`src/rtl/alu_seq_pkg.sv`:
```
// Shared types for the multi-byte ALU sequencer: operation codes, ALU command
// encodings and sequencer states.
package alu_seq_pkg;

    typedef enum logic [2:0] {
        OP_ADD = 3'd0,
        OP_SUB = 3'd1,
        OP_SHL = 3'd2,
        OP_ASR = 3'd3,
        OP_LSR = 3'd4,
        OP_AND = 3'd5,
        OP_XOR = 3'd6,
        OP_PAR = 3'd7
    } op_e;

    localparam logic [3:0] ALU_ADD  = 4'd0;
    localparam logic [3:0] ALU_SUB  = 4'd1;
    localparam logic [3:0] ALU_SHL  = 4'd2;
    localparam logic [3:0] ALU_ASR  = 4'd3;
    localparam logic [3:0] ALU_LSR  = 4'd4;
    localparam logic [3:0] ALU_ROL  = 4'd5;
    localparam logic [3:0] ALU_AND  = 4'd6;
    localparam logic [3:0] ALU_XOR  = 4'd7;
    localparam logic [3:0] ALU_RXOR = 4'd8;

    typedef enum logic [2:0] {
        S_IDLE,
        S_RDA,
        S_RDB,
        S_EXE,
        S_DONE
    } state_e;

endpackage

```
`src/rtl/alu_seq_ctrl.sv`:
```
// Runs 1..NBYTES byte operations through the external 8-bit ALU, one byte per pass.
// Define ALU_SEQ_PARITY_EN to enable the PAR (reduction parity) operation.
module alu_seq_ctrl
    import alu_seq_pkg::*;
#(
    parameter int NBYTES = 4,
    parameter int ADDR_W = 8,
    localparam int LW = $clog2(NBYTES + 1)
) (
    input  logic              clk,
    input  logic              rst_n,
    input  logic              start_i,
    input  logic [2:0]        op_i,
    input  logic [LW-1:0]     len_i,
    input  logic [ADDR_W-1:0] a_base_i,
    input  logic [ADDR_W-1:0] b_base_i,
    input  logic [ADDR_W-1:0] r_base_i,
    output logic              busy_o,
    output logic              done_o,
    output logic              err_o,
    output logic              carry_o,
    output logic              parity_o,
    output logic [ADDR_W-1:0] rd_addr_o,
    input  logic [7:0]        rd_data_i,
    output logic              wr_en_o,
    output logic [ADDR_W-1:0] wr_addr_o,
    output logic [7:0]        wr_data_o,
    output logic [3:0]        alu_cmd_o,
    output logic [7:0]        alu_a_o,
    output logic [7:0]        alu_b_o,
    output logic              alu_sc_o,
    output logic              alu_pari_o,
    input  logic [7:0]        alu_rslt_i,
    input  logic              alu_sc_i,
    input  logic              alu_sc_clr_i,
    input  logic              alu_sc_en_i,
    input  logic              alu_pari_i,
    input  logic              alu_pari_en_i,
    input  logic              alu_pari_clr_i
);

    state_e              state_q, state_d;
    op_e                 op_q;
    logic [LW-1:0]       len_q, k_q, idx;
    logic [ADDR_W-1:0]   a_base_q, b_base_q, r_base_q, idx_ext;
    logic [7:0]          a_lat_q;
    logic                sc_q, sc_d, err_q, carry_q;
    logic                binary, msb_first, last, op_ok, bad_start, accept, pari_chain;

    assign binary    = (op_q == OP_ADD) || (op_q == OP_SUB) || (op_q == OP_AND) || (op_q == OP_XOR);
    assign msb_first = (op_q == OP_ASR) || (op_q == OP_LSR) || (op_q == OP_PAR);
    assign last      = (k_q == len_q - LW'(1));
    assign idx       = msb_first ? (len_q - LW'(1) - k_q) : k_q;
    assign idx_ext   = ADDR_W'(idx);
    assign accept    = (state_q == S_IDLE) && start_i;

`ifdef ALU_SEQ_PARITY_EN
    assign op_ok = 1'b1;
`else
    assign op_ok = (op_i != OP_PAR);
`endif
    // Lengths beyond NBYTES are rejected the same way as a zero length.
    assign bad_start = (len_i == '0) || (len_i > LW'(NBYTES)) || !op_ok;

    assign sc_d     = alu_sc_clr_i ? 1'b0 : (alu_sc_en_i ? alu_sc_i : sc_q);
    assign busy_o   = (state_q == S_RDA) || (state_q == S_RDB) || (state_q == S_EXE);
    assign done_o   = (state_q == S_DONE);
    assign err_o    = err_q;
    assign carry_o  = carry_q;

    always_comb begin
        state_d    = state_q;
        rd_addr_o  = '0;
        wr_en_o    = 1'b0;
        wr_addr_o  = '0;
        wr_data_o  = '0;
        alu_cmd_o  = ALU_ADD;
        alu_a_o    = '0;
        alu_b_o    = '0;
        alu_sc_o   = 1'b0;
        alu_pari_o = 1'b0;
        case (state_q)
            S_IDLE: if (start_i) state_d = bad_start ? S_DONE : S_RDA;
            S_RDA: begin
                rd_addr_o = a_base_q + idx_ext;
                state_d   = binary ? S_RDB : S_EXE;
            end
            S_RDB: begin
                rd_addr_o = b_base_q + idx_ext;
                state_d   = S_EXE;
            end
            S_EXE: begin
                alu_a_o    = binary ? a_lat_q : rd_data_i;
                // Subtract as A + ~B + 1: the +1 comes from the carry preset at start.
                alu_b_o    = (op_q == OP_SUB) ? ~rd_data_i : rd_data_i;
                alu_sc_o   = sc_q;
                alu_pari_o = pari_chain;
                wr_en_o    = (op_q != OP_PAR);
                wr_addr_o  = r_base_q + idx_ext;
                wr_data_o  = alu_rslt_i;
                case (op_q)
                    OP_SHL:  alu_cmd_o = ALU_SHL;
                    OP_ASR:  alu_cmd_o = (k_q == '0) ? ALU_ASR : ALU_LSR;
                    OP_LSR:  alu_cmd_o = ALU_LSR;
                    OP_AND:  alu_cmd_o = ALU_AND;
                    OP_XOR:  alu_cmd_o = ALU_XOR;
                    OP_PAR:  alu_cmd_o = ALU_RXOR;
                    default: alu_cmd_o = ALU_ADD;
                endcase
                state_d = last ? S_DONE : S_RDA;
            end
            S_DONE:  state_d = S_IDLE;
            default: state_d = S_IDLE;
        endcase
    end

    always_ff @(posedge clk or negedge rst_n) begin
        if (!rst_n) begin
            state_q  <= S_IDLE;
            op_q     <= OP_ADD;
            len_q    <= '0;
            k_q      <= '0;
            a_base_q <= '0;
            b_base_q <= '0;
            r_base_q <= '0;
            a_lat_q  <= '0;
            sc_q     <= 1'b0;
            err_q    <= 1'b0;
            carry_q  <= 1'b0;
        end else begin
            state_q <= state_d;
            case (state_q)
                S_IDLE: if (start_i) begin
                    op_q     <= op_e'(op_i);
                    len_q    <= len_i;
                    k_q      <= '0;
                    a_base_q <= a_base_i;
                    b_base_q <= b_base_i;
                    r_base_q <= r_base_i;
                    err_q    <= bad_start;
                    if (!bad_start) sc_q <= (op_i == OP_SUB);
                end
                S_RDB: a_lat_q <= rd_data_i;
                S_EXE: begin
                    sc_q <= sc_d;
                    k_q  <= k_q + LW'(1);
                    if (last) carry_q <= sc_d;
                end
                default: ;
            endcase
        end
    end

`ifdef ALU_SEQ_PARITY_EN
    logic par_q, par_d, parity_q;

    assign par_d      = alu_pari_clr_i ? 1'b0 : (alu_pari_en_i ? alu_pari_i : par_q);
    assign pari_chain = par_q;
    assign parity_o   = parity_q;

    always_ff @(posedge clk or negedge rst_n) begin
        if (!rst_n) begin
            par_q    <= 1'b0;
            parity_q <= 1'b0;
        end else if (accept && !bad_start) begin
            par_q <= 1'b0;
        end else if (state_q == S_EXE) begin
            par_q <= par_d;
            if (last) parity_q <= par_d;
        end
    end
`else
    logic unused_pari;
    assign unused_pari = ^{alu_pari_i, alu_pari_en_i, alu_pari_clr_i, accept};
    assign pari_chain  = 1'b0;
    assign parity_o    = 1'b0;
`endif

endmodule

```
`config.mk`:
```
export PLATFORM = sky130hd
export DESIGN_NAME = alu_seq_ctrl
export DESIGN_NICKNAME = d
export VERILOG_FILES = /design/src/rtl/alu_seq_pkg.sv /design/src/rtl/alu_seq_ctrl.sv
export SDC_FILE = /design/constraint.sdc
export NUM_CORES = 1
export LEC_CHECK = 0
export ABC_AREA = 1
export CAP_MARGIN = 15
export CORE_MARGIN = 2
export CORE_UTILIZATION = 46
export DETAILED_ROUTE_END_ITERATION = 12
export GPL_TIMING_DRIVEN = 0
export PLACE_DENSITY_LB_ADDON = 0.08
export SYNTH_ARGS = -nofsm -noshare
export SYNTH_HDL_FRONTEND = slang
export SYNTH_SLANG_ARGS = --single-unit
```
`constraint.sdc`:
```
create_clock -name clk -period 4.65 [get_ports clk]
set_input_delay 1.1625 -clock clk [delete_from_list [all_inputs] [get_ports clk]]
set_output_delay 1.1625 -clock clk [all_outputs]
set_load 0.1 [all_outputs]
```
After elaboration in Yosys (flattened, before gate mapping)
Index checks and enable logic that the tools add are counted.
{ "classes": {"n_addsub": 6, "order_cmp": 1, "n_eq_ne": 17, "muxes": 25, "n_bitwise": 1, "n_reduce_logical": 19} }
{ "op_table": {"columns": ["cell", "n"], "rows": [
  ["$mux 8", 6],
  ["$add 8x3->8", 3],
  ["$pmux 4 s6", 1],
  ["$mux 3", 6],
  ["$pmux 8 s2", 1],
  ["$eq 3x3->1 const B", 5],
  ["$eq 3x2->1 const B", 4],
  ["$logic_not 3->1", 4],
  ["$pmux 3 s4", 1],
  ["$eq 3x1->1 const B", 3],
  ["$logic_or 1x1->1", 9],
  ["$not 8->8", 1],
  ["$mux 1", 7],
  ["$ne 3x3->1 const B", 2],
  ["$pmux 3 s2", 1],
  ["$reduce_and 2->1", 3],
  ["$mux 4", 1],
  ["$ne 2x2->1 const B", 2],
  ["$add 3x1->3 const B", 1],
  ["$eq 3x3->1", 1],
  ["$gt 3x3->1 const B", 1],
  ["$reduce_and 3->1", 1],
  ["$sub 3x1->3 const B", 1],
  ["$sub 3x3->3", 1],
  ["other kinds (3)", 3]
]} }
{ "totals": {"ff_bits": 47, "elab_cells": 80} }

Depth between registers and ports, before layout
{ "depth": {"word_depth": 6, "depth_mapped": 16, "depth_no_buf": 16} }

Worst setup path after synthesis
OpenSTA, ideal clock, no wires.
{ "synth_path": {"path_type": "reg2out", "startpoint": "register len_q[0]", "endpoint": "output port wr_addr_o[5]", "arrival_ps": 4193, "required_ps": 3488, "slack_ps": -706, "path_stages_with_launch": 11, "path_cell_list": "dfrtp_1 > inv_1 > ha_1 > fa_1 > o21ai_0 > ha_1 > nand3_1 > nand2_1 > nand2_1 > nor3_1 > nor3_1"} }
{ "synth_between": {"elab_chain_len": 5} }
{ "synth_rtl": {"columns": ["item", "line_no", "source"], "rows": [
  ["start, declared", "alu_seq_ctrl.sv:44", "logic [LW-1:0] len_q, k_q, idx;"],
  ["start signal, assigned", "alu_seq_ctrl.sv:135", "len_q <= len_i;"],
  ["$sub 3x1->3", "alu_seq_ctrl.sv:53", "assign idx = msb_first ? (len_q - LW'(1) - k_q) : k_q;"],
  ["$sub 3x3->3", "alu_seq_ctrl.sv:53", null],
  ["$mux 3", "alu_seq_ctrl.sv:53", null],
  ["$add 8x3->8", "alu_seq_ctrl.sv:99", "wr_addr_o = r_base_q + idx_ext;"],
  ["$mux 8", "alu_seq_ctrl.sv:82", "case (state_q)"],
  ["end, declared", "alu_seq_ctrl.sv:26", "output logic [ADDR_W-1:0] wr_addr_o,"]
]} }
No other way between the ends.

Worst setup path after layout
{ "layout_path": {"startpoint": "register len_q[0]", "endpoint": "output port wr_addr_o[4]"} }
Same word-level chain as after synthesis.

==> results summary <==
The number of standard-cell rows in the floorplan came out at 29. Detailed routing inserted a total of 3127 vias. The number of sinks handled by clock tree synthesis is 47. The most instantiated flip-flop cell in the synthesis netlist is sky130_fd_sc_hd__dfrtp_1. The run finished with clean final reports. The filler cell count is 574. The remaining antenna violation count after routing came out at 0. The die is 85.44 um tall. The kind of start point of the critical path is a flip-flop.

After layout, the worst setup slack is 0.1899 ns. The number of I/O pins is 107. The CTS H-tree depth is 2. The total clock buffers created by CTS came out at 5. With fillers left out, the area of the finished cells amounts to 0.004307 mm2. The clock tree from TritonCTS is done. The area of all sequential standard cells came out at 0.001176 mm2. The critical path class is flip-flop to primary output.

The multi-input combinational cell area is 0.001578 mm2. The number of design rule violations left after detail routing is 0. In the final layout, the share of cells above drive strength 1 is 12.75%. The worst path in the final design needs a cycle of 4.460 ns, including I/O delays and setup. The wire length of the first global-routing pass came out at 13.50 mm. The proportion of register bits with asynchronous set or reset after synthesis is 100.0%. The DRC marker count from the first detailed-route iteration is 109.

The area of the core region is 0.006386 mm2. The number of synthesized flops with an enable pin came out at 0. Wire segments on met3 add up to 463 um in the final route.

The arrival time of the worst setup path came out at 3.30 ns. In this run the worst path has a maximum fanout of 3. The transition at the pin with the smallest max-transition slack came out at 0.9990 ns. Derived from the worst setup path, the maximum achievable clock frequency is 0.2242 GHz.

The slowest cell on the critical path is sky130_fd_sc_hd__clkdlybuf4s18_2. The average size of a mapped cell is 6.996 um2. The average detailed-routed wire length per instance came out at 12.63 um.

The initial core utilization is 47.77%. The number of warning messages in the yosys log came out at 0. The biggest cell delay along the critical path is 0.54 ns. The cell sitting at the root of the clock tree is a sky130_fd_sc_hd__clkbuf_8.

Relative to the synthesized area, the layout overhead comes to 41.18%. The number of pins exceeding their max-slew limit in the final report was 0. The sum of net half-perimeters after detailed placement is 6.237 mm. The kind of path behind the tightest hold check is flip-flop to flip-flop. The overall routing resource usage came out at 22.69%.

The sequential fraction of the synthesis area came out at 38.56%. The number of antenna diodes in the final layout is 0. The area of the mapped netlist is 0.003050 mm2. The die boundary width is 85.44 um. The initial antenna violation count is 0. The data required time at the worst endpoint came out at 3.49 ns.

For this block, the routed nets add up to 7.904 mm of wire. The final critical path takes up 95.92% of the cycle. The critical path goes through inv_1 -> ha_1 -> fa_1 -> o21ai_4 -> inv_1 -> fa_1 -> nor2_2 -> nor2_1 -> nor2_1 -> o21ai_0 -> nor2_2 -> clkdlybuf4s18_2. Hold repair after CTS inserted 0 buffers.

Synthesis produced a netlist whose cell count is 436. The worst-case clock buffer depth came out at 2. The die outline area is 0.007299 mm2.

The count of max-cap constraint violations is 0. The clock latency reported for the late side of the worst-skew pair came out at 0.30 ns. In this run the cell area measured after placement is 0.004199 mm2. Using the TritonRoute via totals, the vias-per-cell ratio works out to 4.995. The uppermost layer routed is met4. The headroom to the max-slew limit came out at 33.19%. The pre-CTS setup slack is -0.8236 ns.

During placement, the flow inserted port buffers numbering 101. The via count of the first global-routing pass was 3035. The clock skew is 0.002208 ns. The number of failing setup endpoints in the final timing report is 0. The post-CTS clock slew at the launch and capture registers of the worst setup and hold paths is 0.08 ns. The post-synthesis sequential element count came out at 47. The largest net degree at the start of global routing is 26. The net count reported at finish came out at 617. The number of unique standard cell types used by synthesis is 32. Routability-driven placement finished with a final weighted congestion of 0.8421. The met1 wire length came out at 3.563 mm. The final-report hold violation count is 0. The wire length on met2 is 3.745 mm.

The worst setup path is captured at a primary output. The overall overflow remaining after global route came out at 0. The number of iterations in the first detailed-routing pass is 4.
==> area by class of cell <==
cell class / count / area share [%]
clock buffer: 7 / 1.772
inverter: 62 / 5.404
multi-input combinational: 310 / 36.64
buffer: 18 / 2.499
timing repair buffer: 104 / 24.03
clock inverter: 1 / 0.1162
tap: 77 / 2.237
sequential: 47 / 27.31
==> per-stage QoR <==
stage | utilization [%] | hold WS [ns] | TNS (ns) | cells
after CTS | 67.08 | 0.4894 | 0 | 624
after floorplan | - | 0.4479 | -0.006803 | 437
after detailed placement | 65.75 | 0.4664 | -3.807 | 616
after global routing | 67.44 | 0.5023 | -0.001413 | 626
final | 67.44 | 0.4845 | 0 | 626
after global placement | 65.40 | 0.4634 | -3.272 | 615
==> state kept, by name, indices dropped and copies added (netlist names) <==
signal,cells
carry_o,1
k_q,3
b_base_q,8
len_q,3
op_q,3
a_base_q,8
a_lat_q,8
r_base_q,8
sc_q,1
state_q,3
err_o,1
==> metal layers <==
layer,global-route usage [%],vias to the layer above
met1,29.05,1426
li1,-,1595
met5,0,-
met4,6.782,0
met3,4.183,13
met2,39.06,93
==> placed cells by master (no fill, tap or decap), types with 6 or more instances in the layout <==
master and instances:
sky130_fd_sc_hd__nand2_1 134, sky130_fd_sc_hd__clkdlybuf4s50_1 86, sky130_fd_sc_hd__inv_1 54, sky130_fd_sc_hd__dfrtp_1 47, sky130_fd_sc_hd__o21ai_0 46, sky130_fd_sc_hd__nor2_1 33, sky130_fd_sc_hd__a21oi_1 26, sky130_fd_sc_hd__nand3_1 12
sky130_fd_sc_hd__buf_2 11, sky130_fd_sc_hd__ha_1 11, sky130_fd_sc_hd__inv_2 8, sky130_fd_sc_hd__buf_4 8, sky130_fd_sc_hd__nand4_1 6, sky130_fd_sc_hd__clkdlybuf4s15_2 6
==> worst max-delay path, delay by kind of cell (launching register included) <==
kind,cells,cell delay [ns]
adder cells (fa/ha/maj),3,1.27
buffers and inverters,3,0.68
AND/OR/NAND/NOR,4,0.40
flip-flops,1,0.39
AO/OA/AOI/OAI,2,0.26
==> Yosys cell counts (2+ instances only) <==
cell                       count  area [um2]
sky130_fd_sc_hd__ha_1         11       137.6
sky130_fd_sc_hd__xnor2_1       2       17.52
sky130_fd_sc_hd__inv_2         8       30.03
sky130_fd_sc_hd__inv_1        54       202.7
sky130_fd_sc_hd__nand2_2       4       25.02
sky130_fd_sc_hd__o21ai_1       2       10.01
sky130_fd_sc_hd__nand2_1     135       506.7
sky130_fd_sc_hd__nand3_1      12       60.06
sky130_fd_sc_hd__o21ai_0      48       240.2
sky130_fd_sc_hd__nor2_1       35       131.4
sky130_fd_sc_hd__fa_1          3       60.06
sky130_fd_sc_hd__nor3_1        7       35.03
sky130_fd_sc_hd__nor2_2        3       18.77
sky130_fd_sc_hd__nand3_2       2       20.02
sky130_fd_sc_hd__dfrtp_1      47        1176
sky130_fd_sc_hd__nand4_1       6       37.54
sky130_fd_sc_hd__buf_2         7       35.03
sky130_fd_sc_hd__buf_4         6       45.04
sky130_fd_sc_hd__a31oi_1       2       12.51
sky130_fd_sc_hd__a21oi_1      28       140.1
sky130_fd_sc_hd__clkbuf_1      3       11.26
==> cells by family (layout without fill, tap and decap cells) <==
kind of cell               count (synthesis)  after routing  share of synthesized area, %
AOI/OAI and AO/OA                         83             83                         13.95
xor gates and xnor gates                   3              3                        0.8615
adders and majority gates                 14             14                         6.481
buffers and inverters                     80            192                         11.16
DFF                                       47             47                         38.56
other                                      1              2                        0.1229
and+or+nand+nor                          208            208                         28.88
==> final timing paths <==
kind | startpoint | to | slack [ns] | cells after the start
worst min-delay path | a_lat_q[1] | a_lat_q[1] | 0.48 | 2
worst min register to register | a_lat_q[1] | a_lat_q[1] | 0.48 | 2
worst max-delay path | len_q[0] | wr_addr_o[4] | 0.19 | 12
worst max register to register | len_q[0] | carry_o | 3.03 | 9
min in group asynchronous | rst_n | r_base_q[4] | 0.86 | 1
max in group asynchronous | rst_n | b_base_q[2] | 3.26 | 2
==> repair_timing <==
item                                    in CTS  in global routing
buffers inserted                             0                  2
endpoints found under the setup margin      14                 10
pin swaps                                    0                  2
gates resized for setup                     52                 14
Power is not shown: default switching activity piles up to over one toggle a cycle in this logic, so the estimate is an artifact.
